==> src/rtl/tdm_demux16_if.sv <==
// Bus bundle for the 16-slot serial TDM demultiplexer: serial sample side
// (din/din_vld/sof) and parallel frame side (dout/dout_vld/sel/locked/err).
interface tdm_demux16_if #(
  parameter int NCH  = 16,
  parameter int SELW = 4
);
  logic            din;
  logic            din_vld;
  logic            sof;
  logic [NCH-1:0]  dout;
  logic            dout_vld;
  logic [SELW-1:0] sel;
  logic            locked;
  logic            err;

  // Master drives the serial samples and observes the frame side.
  modport master (
    output din, din_vld, sof,
    input  dout, dout_vld, sel, locked, err
  );

  // Slave is the demultiplexer itself.
  modport slave (
    input  din, din_vld, sof,
    output dout, dout_vld, sel, locked, err
  );
endinterface

==> src/rtl/tdm_demux16.sv <==
// Serial TDM demultiplexer: assembles NCH successive valid samples, aligned by
// sof, into a parallel frame word with a valid pulse, lock tracking and error pulse.
module tdm_demux16 #(
  parameter int NCH  = 16,
  parameter int SELW = 4
) (
  input  logic            clk,
  input  logic            rst_n,
  tdm_demux16_if.slave    bus
);

  typedef enum logic [0:0] {
    HUNT = 1'b0,
    RECV = 1'b1
  } state_t;

  localparam logic [SELW-1:0] LAST_SLOT = SELW'(NCH - 1);
  localparam logic [SELW-1:0] ONE_SLOT  = SELW'(1);

  state_t          state_r, state_s;
  logic [SELW-1:0] slot_r, slot_s;
  logic [NCH-1:0]  frame_r, frame_s;
  logic [NCH-1:0]  dout_r, dout_s;
  logic            dout_vld_r, dout_vld_s;
  logic            locked_r, locked_s;
  logic            err_r, err_s;

  // State and output registers; reset discards any partial frame.
  always_ff @(posedge clk or negedge rst_n) begin
    if (!rst_n) begin
      state_r    <= HUNT;
      slot_r     <= {SELW{1'b0}};
      frame_r    <= {NCH{1'b0}};
      dout_r     <= {NCH{1'b0}};
      dout_vld_r <= 1'b0;
      locked_r   <= 1'b0;
      err_r      <= 1'b0;
    end else begin
      state_r    <= state_s;
      slot_r     <= slot_s;
      frame_r    <= frame_s;
      dout_r     <= dout_s;
      dout_vld_r <= dout_vld_s;
      locked_r   <= locked_s;
      err_r      <= err_s;
    end
  end

  // Next-state logic; pulses clear by default and only accepted samples move state.
  always_comb begin
    state_s    = state_r;
    slot_s     = slot_r;
    frame_s    = frame_r;
    dout_s     = dout_r;
    dout_vld_s = 1'b0;
    locked_s   = locked_r;
    err_s      = 1'b0;

    if (bus.din_vld) begin
      case (state_r)
        HUNT: begin
          if (bus.sof) begin
            frame_s    = {NCH{1'b0}};
            frame_s[0] = bus.din;
            slot_s     = ONE_SLOT;
            state_s    = RECV;
          end else if (locked_r) begin
            err_s    = 1'b1;
            locked_s = 1'b0;
          end else begin
            slot_s = {SELW{1'b0}};
          end
        end
        RECV: begin
          if (bus.sof) begin
            // Early sof: restart the frame on this sample, never publish the partial one.
            err_s      = 1'b1;
            locked_s   = 1'b0;
            frame_s    = {NCH{1'b0}};
            frame_s[0] = bus.din;
            slot_s     = ONE_SLOT;
          end else begin
            frame_s[slot_r] = bus.din;
            if (slot_r == LAST_SLOT) begin
              dout_s     = frame_s;
              dout_vld_s = 1'b1;
              locked_s   = 1'b1;
              slot_s     = {SELW{1'b0}};
              state_s    = HUNT;
            end else begin
              slot_s = slot_r + ONE_SLOT;
            end
          end
        end
        default: begin
          state_s  = HUNT;
          slot_s   = {SELW{1'b0}};
          locked_s = 1'b0;
        end
      endcase
    end else begin
      state_s = state_r;
    end
  end

  assign bus.dout     = dout_r;
  assign bus.dout_vld = dout_vld_r;
  assign bus.sel      = slot_r;
  assign bus.locked   = locked_r;
  assign bus.err      = err_r;

endmodule

==> src/flat_wrapper.sv <==
// flat-port wrapper written by rule: the top's interface ports become plain ports
module tdm_demux16_flat 
#(
  parameter int NCH  = 16,
  parameter int SELW = 4
)
  (clk, rst_n, bus_din, bus_din_vld, bus_sof, bus_dout, bus_dout_vld, bus_sel, bus_locked, bus_err);
  tdm_demux16_if #(.NCH(NCH), .SELW(SELW)) bus_i ();
  input  logic clk;
  input  logic rst_n;
  input wire logic [$bits(bus_i.din)-1:0] bus_din;
  input wire logic [$bits(bus_i.din_vld)-1:0] bus_din_vld;
  input wire logic [$bits(bus_i.sof)-1:0] bus_sof;
  output wire logic [$bits(bus_i.dout)-1:0] bus_dout;
  output wire logic [$bits(bus_i.dout_vld)-1:0] bus_dout_vld;
  output wire logic [$bits(bus_i.sel)-1:0] bus_sel;
  output wire logic [$bits(bus_i.locked)-1:0] bus_locked;
  output wire logic [$bits(bus_i.err)-1:0] bus_err;
  assign bus_i.din = bus_din;
  assign bus_i.din_vld = bus_din_vld;
  assign bus_i.sof = bus_sof;
  assign bus_dout = bus_i.dout;
  assign bus_dout_vld = bus_i.dout_vld;
  assign bus_sel = bus_i.sel;
  assign bus_locked = bus_i.locked;
  assign bus_err = bus_i.err;
  tdm_demux16 #(.NCH(NCH), .SELW(SELW)) u_core (.clk(clk), .rst_n(rst_n), .bus(bus_i));
endmodule
==> config.mk <==
export PLATFORM = sky130hd
export DESIGN_NAME = tdm_demux16_flat
export DESIGN_NICKNAME = d
export VERILOG_FILES = /design/src/rtl/tdm_demux16_if.sv /design/src/rtl/tdm_demux16.sv /design/src/flat_wrapper.sv
export SDC_FILE = /design/constraint.sdc
export NUM_CORES = 1
export LEC_CHECK = 0
export ABC_AREA = 1
export CAP_MARGIN = 40
export CORE_ASPECT_RATIO = 1.75
export CORE_MARGIN = 5
export CORE_UTILIZATION = 45
export CTS_CLUSTER_SIZE = 8
export DETAILED_ROUTE_END_ITERATION = 10
export DONT_BUFFER_PORTS = 1
export SLEW_MARGIN = 20
export SYNTH_ARGS = -nofsm -noshare
export SYNTH_HDL_FRONTEND = slang
export SYNTH_SLANG_ARGS = --single-unit
export TNS_END_PERCENT = 1
==> constraint.sdc <==
create_clock -name clk -period 1.5 [get_ports clk]
set_input_delay 0.375 -clock clk [delete_from_list [all_inputs] [get_ports clk]]
set_output_delay 0.375 -clock clk [all_outputs]
set_load 0.005 [all_outputs]
==> results by group <==
Finish
  – Design Area, Final: 2186 µm²
  – Post-route insts no fill: approximately 310
  – Area delta synth->final: 12.49%
  – Share of layout cells above drive strength 1: 11.58%
  – Most frequent cells in the layout: nand2_1, dfrtp_1, o21ai_0, nand3_1, inv_1
  – Antenna Cells: 0
  – Final Net Count: approximately 270
  – Commonest non-fill, non-tap cell in the layout: nand2_1

Worst setup path
  – CP Cell Sequence: buf_4
  – Crit path required time: between 1 and 1.5 ns
  – Worst path bufs/invs: 1
  – Worst path max stage delay: 0.53 ns
  – Setup crit end kind: output port
  – Worst-path fanout max: 6
  – Worst EP arrival: 1.04 ns
  – Crit path launch type: register
  – Worst r2r src: u_core.bus.sel[0]
  – Slowest cell on crit path: dfrtp_1
  – Critical Setup Path Class: reg -> out
  – Crit-path leading delay family: flip-flops
  – CP Launch Point: u_core.bus.sel[2]

Logic synthesis
  – Sequential element share of the synthesized area: about half
  – Syn_nets: 258
  – Avg Inst Size Synth: a little under 8 µm²
  – Mapped Cells: 248
  – Mapped Area: 1943 µm²
  – Synthesis-stage register bit count: 39
  – Netlist cell types: 22
  – YS warnings: 0

Route
  – Pre-antenna DRT Iters: 4
  – Drt via density: 5.000
  – Starting DRT DRC Count: 30
  – Post-detailed-route count of antenna-violating nets: 0
  – Residual DRC: 0
  – Total number of vias: 1540
  – Final wirelength: 4.431 mm
  – Per-cell routed wire length: 14.39 µm

Clock network
  – Num CTS Buffers: 5
  – CTS root buf: clkbuf_8
  – CTS tree: built
  – Clock Tree Buf Depth: 2
  – Clk Latency, worst-skew pair: 0.29 ns
  – CTS sink cnt: 39
  – Htree depth: 2
  – Clock Pin Slew Worst Setup and Hold Paths: 0.08 ns

Global route
  – Initial antenna violation count: 0
  – Pin count of the biggest net entering global routing: 40
  – Grt ovf: 0
  – Gr usage total: between 10% and 20%
  – First-pass GRT wire length: about 7.5 mm
  – Number of global-route vias before repair: ~1600

Placement
  – Cell Area, Placed: 2019 µm²
  – Worst slack at placement: 0.08873 ns
  – Port Buffer Count: 0
  – Global placement routability congestion: 0.8004
  – Post-DP HPWL: slightly above 3 mm
  – Placed insts: roughly 300

Floorplan
  – Initial Utilization: approximately 47%
  – CORE AREA: ~4200 µm²
  – Die width: between 50 and 60 µm
  – Die H: 96.93 µm
  – Rows: 31
  – Die ar.: 5784 µm²
  – I/O pin cnt: 28

Pwr
  – Power Dens Cells: 1040 nW/µm²
  – Cell leakage power: 0.001183 µW
  – P_sw: 570.2 µW
  – Combinational Power Share: between 10% and 20%
  – Fraction of power spent switching nets: 25.07%
  – Internal power: around 1700 µW
  – IR drop worst, VDD: 0.0006534 V
  – Register share of total power: about half
  – Clk pwr share: about two fifths

Timing
  – Final setup margin: 0.08670 ns
  – Final Critical Period: 1.413 ns
  – Max-slew headroom: 73.70%
  – Setup TNS: 0 ns
  – Post-route clock period utilization: 94.22%
  – Final Hold Fails: 0
  – Slew @ Worst Pin: 0.3936 ns
  – FMAX: a little over 700 MHz
  – RSZ-0062 raised after global routing: yes
  – Max Slew Vio Count: 0
  – Final setup skew: 0.006086 ns
  – Final Setup Violations: 0

Job
  – Max-cap violations: 0

Run status
  – Status: finished, final reports clean

Min path
  – Hold_sp: bus_din
  – Min-delay worst type: in -> reg
area by class of cell:
cell class,count,area (µm²)
Clock buffer,6,82.58
Clock inverter,2,35.03
Fill cell,405,1964
Inverter,18,72.57
Multi-Input combinational cell,184,842.1
Sequential cell,39,977.2
Tap cell,49,61.31
Timing Repair Buffer,10,115.1
metal layers:
metal  track usage, %  part of all wire, %
met2            28.50                   54
met1            18.44                   40
met3            5.193                  3.2
met5                0                    0
met4            7.850                  2.5
registers in the layout, indices dropped and copies added (netlist names):
signal and flops:
u_core.state_r 1, u_core.bus.sel 4, u_core.frame_r 15, u_core.bus.err 1, u_core.bus.locked 1, u_core.bus.dout_vld 1
u_core.bus.dout 16
power by group through the flow:
| stage | logic (µW) | registers, µW | clock network, µW |
|---|---|---|---|
| detailed placement | 224 | 1130 | 0 |
| global placement | 223 | 1130 | 0 |
| floorplan | 162 | 1120 | 0 |
| finish | 254 | 1110 | 911 |
| global route | 292 | 1110 | 987 |
| CTS | 255 | 1110 | 935 |
cells in the mapped netlist, drive strengths merged:
cell type | instances | area (µm²)
buf | 6 | 58.80
a21oi | 2 | 10.01
nor2 | 5 | 33.78
nand4 | 1 | 6.260
o21ai | 23 | 115.1
nand3 | 17 | 97.60
dfrtp | 39 | 975.9
ha | 5 | 62.56
xor2 | 1 | 8.760
nand2 | 130 | 498.0
inv | 18 | 72.57
clkbuf | 1 | 3.750
logic make-up after synthesis:
kind of cell               count (synthesis)  synth area share [%]
AOI/OAI and AO/OA                         25                 6.439
buffers and inverters                     25                 6.954
DFF                                       39                 50.23
xor gates and xnor gates                   1                0.4508
and+or+nand+nor                          153                 32.71
adders and majority gates                  5                 3.220
stage by stage:
stage	power (µW)	util [%]	hold slack, ns
6_report	2274	52.67	0.1948
5_1_grt	2393	52.67	0.1967
4_1_cts	2298	52.22	0.1901
3_5_place_dp	1352	48.66	0.08052
3_3_place_gp	1350	48.66	0.08051
2_1_floorplan	1283	-	0.07941
final timing paths:
check | slack (ns) | depth (start not counted) | end
max reg2reg | 0.15 | 7 | u_core.frame_r[14]
min reg2reg | 0.48 | 2 | u_core.frame_r[12]
max | 0.09 | 1 | bus_sel[2]
min | 0.19 | 2 | u_core.bus.dout[15]
max in group asynchronous | 0.75 | 2 | u_core.bus.sel[0]
min in group asynchronous | 0.54 | 2 | u_core.bus.dout[4]
repair_timing:
action / CTS / global route
gates resized for setup: 0 / 9
endpoints found under the hold margin: 39 / 0
hold buffers: 2 / 0
setup endpoints to repair: 0 / 25
buffers inserted: 0 / 1
Power figures use the tool's default switching activity.
